<file path="config.mk">
export PLATFORM = sky130hd
export DESIGN_NAME = m_mem_master_flat
export DESIGN_NICKNAME = d
export VERILOG_FILES = /design/src/rtl/m_mem_master_if.sv /design/src/rtl/m_mem_master.sv /design/src/flat_wrapper.sv
export SDC_FILE = /design/constraint.sdc
export NUM_CORES = 1
export LEC_CHECK = 0
export CAP_MARGIN = 20
export CELL_PAD_IN_SITES_DETAIL_PLACEMENT = 0
export CELL_PAD_IN_SITES_GLOBAL_PLACEMENT = 1
export CORE_MARGIN = 8
export CORE_UTILIZATION = 29
export CTS_CLUSTER_SIZE = 16
export DETAILED_ROUTE_END_ITERATION = 8
export HOLD_SLACK_MARGIN = 0.06
export PLACE_DENSITY = 0.81
export REMOVE_ABC_BUFFERS = 1
export SYNTH_ARGS = -nofsm -noshare
export SYNTH_HDL_FRONTEND = slang
export SYNTH_SLANG_ARGS = --single-unit
export TNS_END_PERCENT = 1
</file>
<file path="constraint.sdc">
create_clock -name clk -period 2.2 [get_ports clk]
set_input_delay 0.44 -clock clk [delete_from_list [all_inputs] [get_ports clk]]
set_output_delay 0.44 -clock clk [all_outputs]
set_load 0.01 [all_outputs]
</file>
<file path="src/rtl/m_mem_master_if.sv">
// m_mem_master_if: M-stage operation and data-memory bus signals of the memory master
interface m_mem_master_if;
  logic        op_valid;
  logic        op_write;
  logic [1:0]  op_size;
  logic        op_signed;
  logic [31:0] addr;
  logic [31:0] wdata;
  logic [31:0] pc;
  logic        stall;
  logic [31:0] rdata;
  logic        rdata_valid;
  logic        misalign;
  logic        mem_req;
  logic        mem_we;
  logic [31:0] mem_addr;
  logic [3:0]  mem_be;
  logic [31:0] mem_wdata;
  logic        mem_ack;
  logic [31:0] mem_rdata;
  modport master (
    input  op_valid, op_write, op_size, op_signed, addr, wdata, pc, mem_ack, mem_rdata,
    output stall, rdata, rdata_valid, misalign, mem_req, mem_we, mem_addr, mem_be, mem_wdata
  );
  modport slave (
    output op_valid, op_write, op_size, op_signed, addr, wdata, pc, mem_ack, mem_rdata,
    input  stall, rdata, rdata_valid, misalign, mem_req, mem_we, mem_addr, mem_be, mem_wdata
  );
endinterface

</file>
<file path="src/rtl/m_mem_master.sv">
// m_mem_master: turns one M-stage load/store into a req/ack data-memory transaction
module m_mem_master #(
  parameter int DM_WORDS = 4096
) (
  input  logic clk,
  input  logic reset,
  m_mem_master_if.master bus
);
  localparam logic [1:0] IDLE = 2'd0;
  localparam logic [1:0] REQ  = 2'd1;
  localparam logic [1:0] DONE = 2'd2;
  localparam logic [32:0] LIMIT = 33'(DM_WORDS) * 33'd4;
  logic [1:0]  r_state;
  logic        r_write;
  logic [1:0]  r_size;
  logic        r_signed;
  logic [31:0] r_addr;
  logic [3:0]  r_be;
  logic [31:0] r_wdata;
  logic [31:0] r_pc;
  logic [1:0]  r_off;
  logic [31:0] r_rdata;
  logic        w_word;
  logic        w_half;
  logic        w_bad;
  logic        w_idle;
  logic        w_accept;
  logic        w_req;
  logic [3:0]  w_be;
  logic [31:0] w_wdata;
  logic [31:0] w_lane;
  logic [31:0] w_load;
  logic [31:0] w_merged;
  assign w_word   = bus.op_size[1];
  assign w_half   = bus.op_size == 2'b01;
  assign w_bad    = (w_half & bus.addr[0]) | (w_word & |bus.addr[1:0]) | ({1'b0, bus.addr} >= LIMIT);
  // reset is folded in so combinational outputs drop the moment reset asserts
  assign w_idle   = reset & (r_state == IDLE);
  assign w_accept = w_idle & bus.op_valid & ~w_bad;
  assign w_req    = r_state == REQ;
  assign w_be     = ~bus.op_write | w_word ? 4'b1111 :
                    w_half ? 4'b0011 << {bus.addr[1], 1'b0} : 4'b0001 << bus.addr[1:0];
  assign w_wdata  = ~bus.op_write ? 32'd0 : w_word ? bus.wdata :
                    w_half ? {2{bus.wdata[15:0]}} : {4{bus.wdata[7:0]}};
  assign w_lane   = bus.mem_rdata >> {r_off, 3'b000};
  assign w_load   = r_size[1] ? bus.mem_rdata :
                    r_size[0] ? {{16{r_signed & w_lane[15]}}, w_lane[15:0]} :
                                {{24{r_signed & w_lane[7]}}, w_lane[7:0]};
  assign w_merged = r_wdata & {{8{r_be[3]}}, {8{r_be[2]}}, {8{r_be[1]}}, {8{r_be[0]}}};
  assign bus.stall       = w_accept | (reset & w_req);
  assign bus.misalign    = w_idle & bus.op_valid & w_bad;
  assign bus.mem_req     = reset & w_req;
  assign bus.mem_we      = reset & w_req & r_write;
  assign bus.mem_addr    = reset & w_req ? r_addr : 32'd0;
  assign bus.mem_be      = reset & w_req ? r_be : 4'd0;
  assign bus.mem_wdata   = reset & w_req ? r_wdata : 32'd0;
  assign bus.rdata_valid = reset & (r_state == DONE) & ~r_write;
  assign bus.rdata       = r_rdata;
  // transaction FSM: latch the access in IDLE, hold the bus in REQ until ack, present in DONE
  always_ff @(posedge clk or negedge reset) begin
    if (!reset) begin
      r_state  <= IDLE;
      r_write  <= 1'b0;
      r_size   <= 2'd0;
      r_signed <= 1'b0;
      r_addr   <= 32'd0;
      r_be     <= 4'd0;
      r_wdata  <= 32'd0;
      r_pc     <= 32'd0;
      r_off    <= 2'd0;
      r_rdata  <= 32'd0;
    end else begin
      r_state <= w_accept ? REQ : w_req ? (bus.mem_ack ? DONE : REQ) : IDLE;
      if (w_accept) begin
        r_write  <= bus.op_write;
        r_size   <= bus.op_size;
        r_signed <= bus.op_signed;
        r_addr   <= {bus.addr[31:2], 2'b00};
        r_be     <= w_be;
        r_wdata  <= w_wdata;
        r_pc     <= bus.pc;
        r_off    <= bus.addr[1:0];
      end
      if (w_req && bus.mem_ack && !r_write) r_rdata <= w_load;
    end
  end
`ifndef SYNTHESIS
  // store log, emitted on the cycle a write is acknowledged
  always_ff @(posedge clk) begin
    if (reset && w_req && bus.mem_ack && r_write)
      $display("%d@%h: *%h <= %h", $time, r_pc, r_addr, w_merged);
  end
`endif
endmodule

</file>
<file path="src/flat_wrapper.sv">
// flat-port wrapper written by rule: the top's interface ports become plain ports
module m_mem_master_flat 
#(
  parameter int DM_WORDS = 4096
)
  (clk, reset, bus_op_valid, bus_op_write, bus_op_size, bus_op_signed, bus_addr, bus_wdata, bus_pc, bus_mem_ack, bus_mem_rdata, bus_stall, bus_rdata, bus_rdata_valid, bus_misalign, bus_mem_req, bus_mem_we, bus_mem_addr, bus_mem_be, bus_mem_wdata);
  m_mem_master_if bus_i ();
  input  logic clk;
  input  logic reset;
  input wire logic [$bits(bus_i.op_valid)-1:0] bus_op_valid;
  input wire logic [$bits(bus_i.op_write)-1:0] bus_op_write;
  input wire logic [$bits(bus_i.op_size)-1:0] bus_op_size;
  input wire logic [$bits(bus_i.op_signed)-1:0] bus_op_signed;
  input wire logic [$bits(bus_i.addr)-1:0] bus_addr;
  input wire logic [$bits(bus_i.wdata)-1:0] bus_wdata;
  input wire logic [$bits(bus_i.pc)-1:0] bus_pc;
  input wire logic [$bits(bus_i.mem_ack)-1:0] bus_mem_ack;
  input wire logic [$bits(bus_i.mem_rdata)-1:0] bus_mem_rdata;
  output wire logic [$bits(bus_i.stall)-1:0] bus_stall;
  output wire logic [$bits(bus_i.rdata)-1:0] bus_rdata;
  output wire logic [$bits(bus_i.rdata_valid)-1:0] bus_rdata_valid;
  output wire logic [$bits(bus_i.misalign)-1:0] bus_misalign;
  output wire logic [$bits(bus_i.mem_req)-1:0] bus_mem_req;
  output wire logic [$bits(bus_i.mem_we)-1:0] bus_mem_we;
  output wire logic [$bits(bus_i.mem_addr)-1:0] bus_mem_addr;
  output wire logic [$bits(bus_i.mem_be)-1:0] bus_mem_be;
  output wire logic [$bits(bus_i.mem_wdata)-1:0] bus_mem_wdata;
  assign bus_i.op_valid = bus_op_valid;
  assign bus_i.op_write = bus_op_write;
  assign bus_i.op_size = bus_op_size;
  assign bus_i.op_signed = bus_op_signed;
  assign bus_i.addr = bus_addr;
  assign bus_i.wdata = bus_wdata;
  assign bus_i.pc = bus_pc;
  assign bus_i.mem_ack = bus_mem_ack;
  assign bus_i.mem_rdata = bus_mem_rdata;
  assign bus_stall = bus_i.stall;
  assign bus_rdata = bus_i.rdata;
  assign bus_rdata_valid = bus_i.rdata_valid;
  assign bus_misalign = bus_i.misalign;
  assign bus_mem_req = bus_i.mem_req;
  assign bus_mem_we = bus_i.mem_we;
  assign bus_mem_addr = bus_i.mem_addr;
  assign bus_mem_be = bus_i.mem_be;
  assign bus_mem_wdata = bus_i.mem_wdata;
  m_mem_master #(.DM_WORDS(DM_WORDS)) u_core (.clk(clk), .reset(reset), .bus(bus_i));
endmodule
</file>
## Word level (Yosys, flattened, before mapping)

Cells that the tools add are included.

- Register bits after elaboration: 106
- Latch bits: 0
- Memory bits (writable): 0
- Memory bits (read-only): 0
- Bits of input ports: 136
- Output and inout bits: 105
- Word-level logic and storage cells: 53
- Memories: 0

- Add/sub/neg operators: 0
- Multipliers: 0
- Divide/modulo/power cells: 0
- Magnitude comparators: 1
- Equality and inequality tests: 3
- Shift operators: 3
- Multiplexer cells: 13
- Bitwise logic cells: 19
- Reduce and logical (&&, ||, !) cells: 5

Operators with widths:

| kind | number |
|---|---|
| two-way mux 32 bit | 7 |
| greater-or-equal comparator 32 x 15 -> 1 bit, second input constant | 1 |
| >> shifter 32 x 5 -> 16 bit | 1 |
| AND 1 bit | 12 |
| two-way mux 4 bit | 3 |
| two-way mux 2 bit | 3 |
| equality test 2 x 1 -> 1 bit, second input constant | 2 |
| bitwise OR 1 bit | 4 |
| left shift 1 x 2 -> 4 bit, first input constant | 1 |
| left shift 2 x 2 -> 4 bit, first input constant | 1 |
| inverter 1 bit | 3 |
| equality test 2 bit, second input constant | 1 |
| logical AND 1 bit | 2 |
| logical NOT 2 bit | 1 |
| OR reduction 2 bit | 1 |
| logical NOT 1 bit | 1 |

## Longest topological paths before layout

- Depth in word-level cells: 7
- Depth in mapped cells: 7
- Mapped depth without buffers: 4

## Least setup slack after synthesis

OpenSTA, ideal clock, no wires.

- Path type: input port to output port
- Start point: input port bus_addr[28]
- End point: output port bus_stall
- Arrival: 1.720 ns
- Data required time: 1.760 ns
- Setup slack: 0.040 ns
- Stages on the path: 5
- Buffers on the path: 2
- Cell sequence: or4_4 -> nor4_4 -> buf_6 -> buf_6 -> or2_2

- Cells in the longest elaborated chain, start to end: 5

RTL lines:

| what | line | source |
|---|---|---|
| start, declared | flat_wrapper.sv:14 | `input wire logic [$bits(bus_i.addr)-1:0] bus_addr;` |
| greater-or-equal comparator 32 x 15 -> 1 bit | m_mem_master.sv:36 | `assign w_bad = (w_half & bus.addr[0]) \| (w_word & \|bus.addr[1:0]) \| ({1'b0, bus.addr} >= LIMIT);` |
| bitwise OR 1 bit | m_mem_master.sv:36 |  |
| inverter 1 bit | m_mem_master.sv:39 | `assign w_accept = w_idle & bus.op_valid & ~w_bad;` |
| AND 1 bit | m_mem_master.sv:39 |  |
| bitwise OR 1 bit | m_mem_master.sv:50 | `assign bus.stall = w_accept \| (reset & w_req);` |
| end, declared | flat_wrapper.sv:19 | `output wire logic [$bits(bus_i.stall)-1:0] bus_stall;` |

Every way passes these cells.

## Worst setup path in the final report

- Start point: input port bus_addr[27]
- End point: output port bus_stall

The elaborated chain is that of the path after synthesis.

==> metrics.md <==
| Metric | Value |
|---|---|
| Sequential cell area | `between 2000 and 3000 sq um` |
| Clock tree buffer depth | `2` |
| Residual DRC | `0` |
| Crit-path max FO | `2` |
| # rows | `51` |
| Synth top cells by count | `106 x dfrtp_1, 67 x and3_1, 54 x nand2_1, 47 x o21ai_0, 40 x mux2_4` |
| Power density over cell area | `473 nW/um^2` |
| Reg2reg end | `u_core.r_wdata[13]$_DFFE_PN0P_` |
| Clock slew at reported path FFs | `80 ps` |
| Vias | `5,002` |
| Max-slew violations | `0` |
| Synth warnings | `0` |
| Synth top area share | `45.8%` |
| Multi-input gate area | `2910 sq um` |
| Layout cells sized above 1 | `between 20% and 30%` |
| Setup WS post-layout | `-83.3 ps` |
| FF-to-FF path depth | `8` |
| CORE AREA | `between 15,000 and 20,000 sq um` |
| GR Util All Layers | `15.7%` |
| Initial DRC count | `235` |
| Antenna viol nets, final | `0` |
| Clock Skew | `approximately 11 ps` |
| CTS Buf Count | `9` |
| H-tree depth | `3` |
| Fraction of power spent switching nets | `approximately a quarter` |
| Io pins | `about 240` |
| Nets | `922` |
| Synthesized area per cell | `10.1 sq um` |
| Final Cell Area | `approximately 8600 sq um` |
| Setup slack, reg-to-reg | `around 40 ps` |
| CP Class | `in2out` |
| Synth Instances | `572` |
| Worst-margin pin slew | `777 ps` |
| Placer congestion estimate | `0.816` |
| Reg2reg start | `u_core.r_state[0]$_DFF_PN0_` |
| Starting density of the core | `29.7%` |
| Hold Crit Class | `in2async` |
| # fillers | `1,920` |
| Internal power consumption | `3.07 mW` |
| First-pass GRT wire length | `30,000 um` |
| Sequential fraction of the synthesis area | `~46%` |
| Status | `complete, but fails checks` |
| CTS tree | `yes` |
| Library cells used by synthesis | `42` |
| Grt total ovfl | `0` |
| Final hold vios | `0` |
| Routed wire per std cell | `18.5 um` |
| Largest net degree at the start of global routing | `50` |
| Routed WL | `19,600 um` |
| Post-Syn Area | `5800 sq um` |
| Failing checks | `negative setup slack` |
| Post-DP HPWL | `13,700 um` |
| Asr flop ratio synth | `100%` |
| Maximum vdd drop | `0.432 mV` |
| Worst path required time | `1760 ps` |
| Area leader, netlist | `dfrtp_1` |
| Top cells by area in the synthesized netlist | `dfrtp_1 46%, mux2_4 10%, and3_1 7.2%` |
| Post-layout min period | `2280 ps` |
| Clk sink count | `~110` |
| Switching pwr | `0.984 mW` |
| Final period utilization | `104%` |
| Antenna violations before repair | `3` |
| Max Freq | `438 MHz` |
| RSZ-0062 raised after global routing | `true` |
| Count leader, synth | `dfrtp_1` |
| DR pass1 iterations | `4` |
| Clock Power Share | `roughly two fifths` |
| EDFF count, synth | `0` |
| Maxcap violations | `0` |
| Slew headroom | `48.0%` |
| Worst-Skew Late Latency | `360 ps` |
| IO Port Bufs | `206` |
| Part of the power in registers | `48.1%` |
| Worst path arrival time | `1840 ps` |
| Chip width | `approximately 160 um` |
| Final setup fails | `21` |
| Vias in the first global route | `between 5,000 and 6,000` |
| Final core utilization | `a little over two fifths` |
| DP Area | `between 8000 and 9000 sq um` |
| Combinational power share | `9.9%` |
| Die area | `24,800 sq um` |
| Die H | `about 160 um` |
| Primary FF master, synth | `dfrtp_1` |
| Drt via density | `about 4.7` |
| Clock tree root buffer cell | `clkbuf_16` |
| CP Capture Type | `output pin` |
| Synthesis-stage register bit count | `106` |
| Startpoint Class | `primary input` |
| Area Overhead vs Synth | `47.8%` |
| Leakage | `4.27 nW` |
worst max path at each step:
| stage | from | slack (ps) | depth (start not counted) | end |
|---|---|---|---|---|
| after floorplan | bus_addr[28] | -2710 | 3 | bus_stall |
| after global placement | bus_addr[30] | -800 | 7 | bus_stall |
| after CTS | bus_addr[0] | -200 | 7 | bus_stall |
| final | bus_addr[27] | -80 | 6 | bus_stall |
| after detailed placement | bus_addr[20] | -820 | 7 | bus_stall |
| after global routing | u_core.r_state[1]$_DFF_PN0_ | -150 | 6 | bus_stall |
per-layer routing:
metal | global-route usage, % | share of wire [%] | up-vias
li1 | - | - | 2399
met1 | 20.4 | 44 | 2403
met2 | 23.3 | 44 | 184
met3 | 7.46 | 11 | 12
met4 | 2.67 | 0.71 | 4
met5 | 0 | 0.14 | -
state kept, by name, summed over array words and instances, names as in the netlist:
signal            flops
u_core.r_be           4
u_core.r_state        2
u_core.r_write        1
u_core.r_off          2
u_core.r_addr        30
u_core.bus.rdata     32
u_core.r_signed       1
u_core.r_size         2
u_core.r_wdata       32
cell families (layout without fill, tap and decap cells):
kind of cell	Yosys count	in the layout	synth area share, %
DFF	106	106	45.8
buffers and inverters	58	276	5.40
AOI/OAI and AO/OA	81	81	7.75
muxes	80	80	17.4
other	1	3	0.0647
and+or+nand+nor	246	246	23.6
power by group through the flow:
stage | clock [mW] | sequential (mW) | combinational (mW)
global placement | 0 | 1.99 | 0.410
CTS | 1.76 | 1.95 | 0.407
detailed placement | 0 | 1.99 | 0.410
global route | 1.82 | 1.95 | 0.444
floorplan | 0 | 1.99 | 0.0816
finish | 1.70 | 1.95 | 0.403
repair_timing:
action,CTS,global route
hold buffers,1,0
setup buffers,5,1
pin swaps,11,13
gates resized for setup,267,42
cloned,2,0
endpoints found under the hold margin,4,0
setup endpoints to repair,133,87
layout make-up:
cell class	instances	area share, %
Timing Repair Buffer	249	27.2
Tap cell	265	3.87
Inverter	11	0.482
Antenna cell	1	0.0292
Sequential cell	106	31.0
Clock buffer	9	2.63
Multi-Input combinational cell	409	33.9
Clock inverter	7	0.920
cell usage in the layout (no fill, tap or decap), types with 9 or more instances in the layout:
| master | n |
|---|---|
| and2_1 | 16 |
| o21ai_0 | 46 |
| buf_4 | 28 |
| dfrtp_1 | 106 |
| clkdlybuf4s50_1 | 114 |
| buf_12 | 9 |
| inv_1 | 11 |
| and3_1 | 58 |
| clkdlybuf4s15_1 | 11 |
| mux2i_1 | 33 |
| buf_6 | 15 |
| a21oi_1 | 16 |
| nand2_1 | 54 |
| clkbuf_16 | 9 |
| and3_4 | 9 |
| nor2b_1 | 30 |
| buf_2 | 39 |
| mux2_4 | 40 |
| nand3_1 | 32 |
| nor2_1 | 14 |
| dlygate4sd2_1 | 17 |
worst max-delay path, stage by stage:
cell and delay, ps:
dlygate4sd2_1 230, or4_4 490, nor4_4 290, buf_4 190, or2_4 110, buf_6 90
stage by stage:
stage	worst slack (ps)	TNS [ps]	total power, mW	hold slack (ps)	std cells
final	-83.3	-473	4.05	196	1057
after global routing	-151	-3100	4.21	210	1056
after CTS	-202	-933	4.11	205	1055
after detailed placement	-816	-40300	2.40	377	1031
after global placement	-800	-38190	2.40	383	1031
after floorplan	-2710	-205610	2.07	144	526
Power figures use the tool's default switching activity.
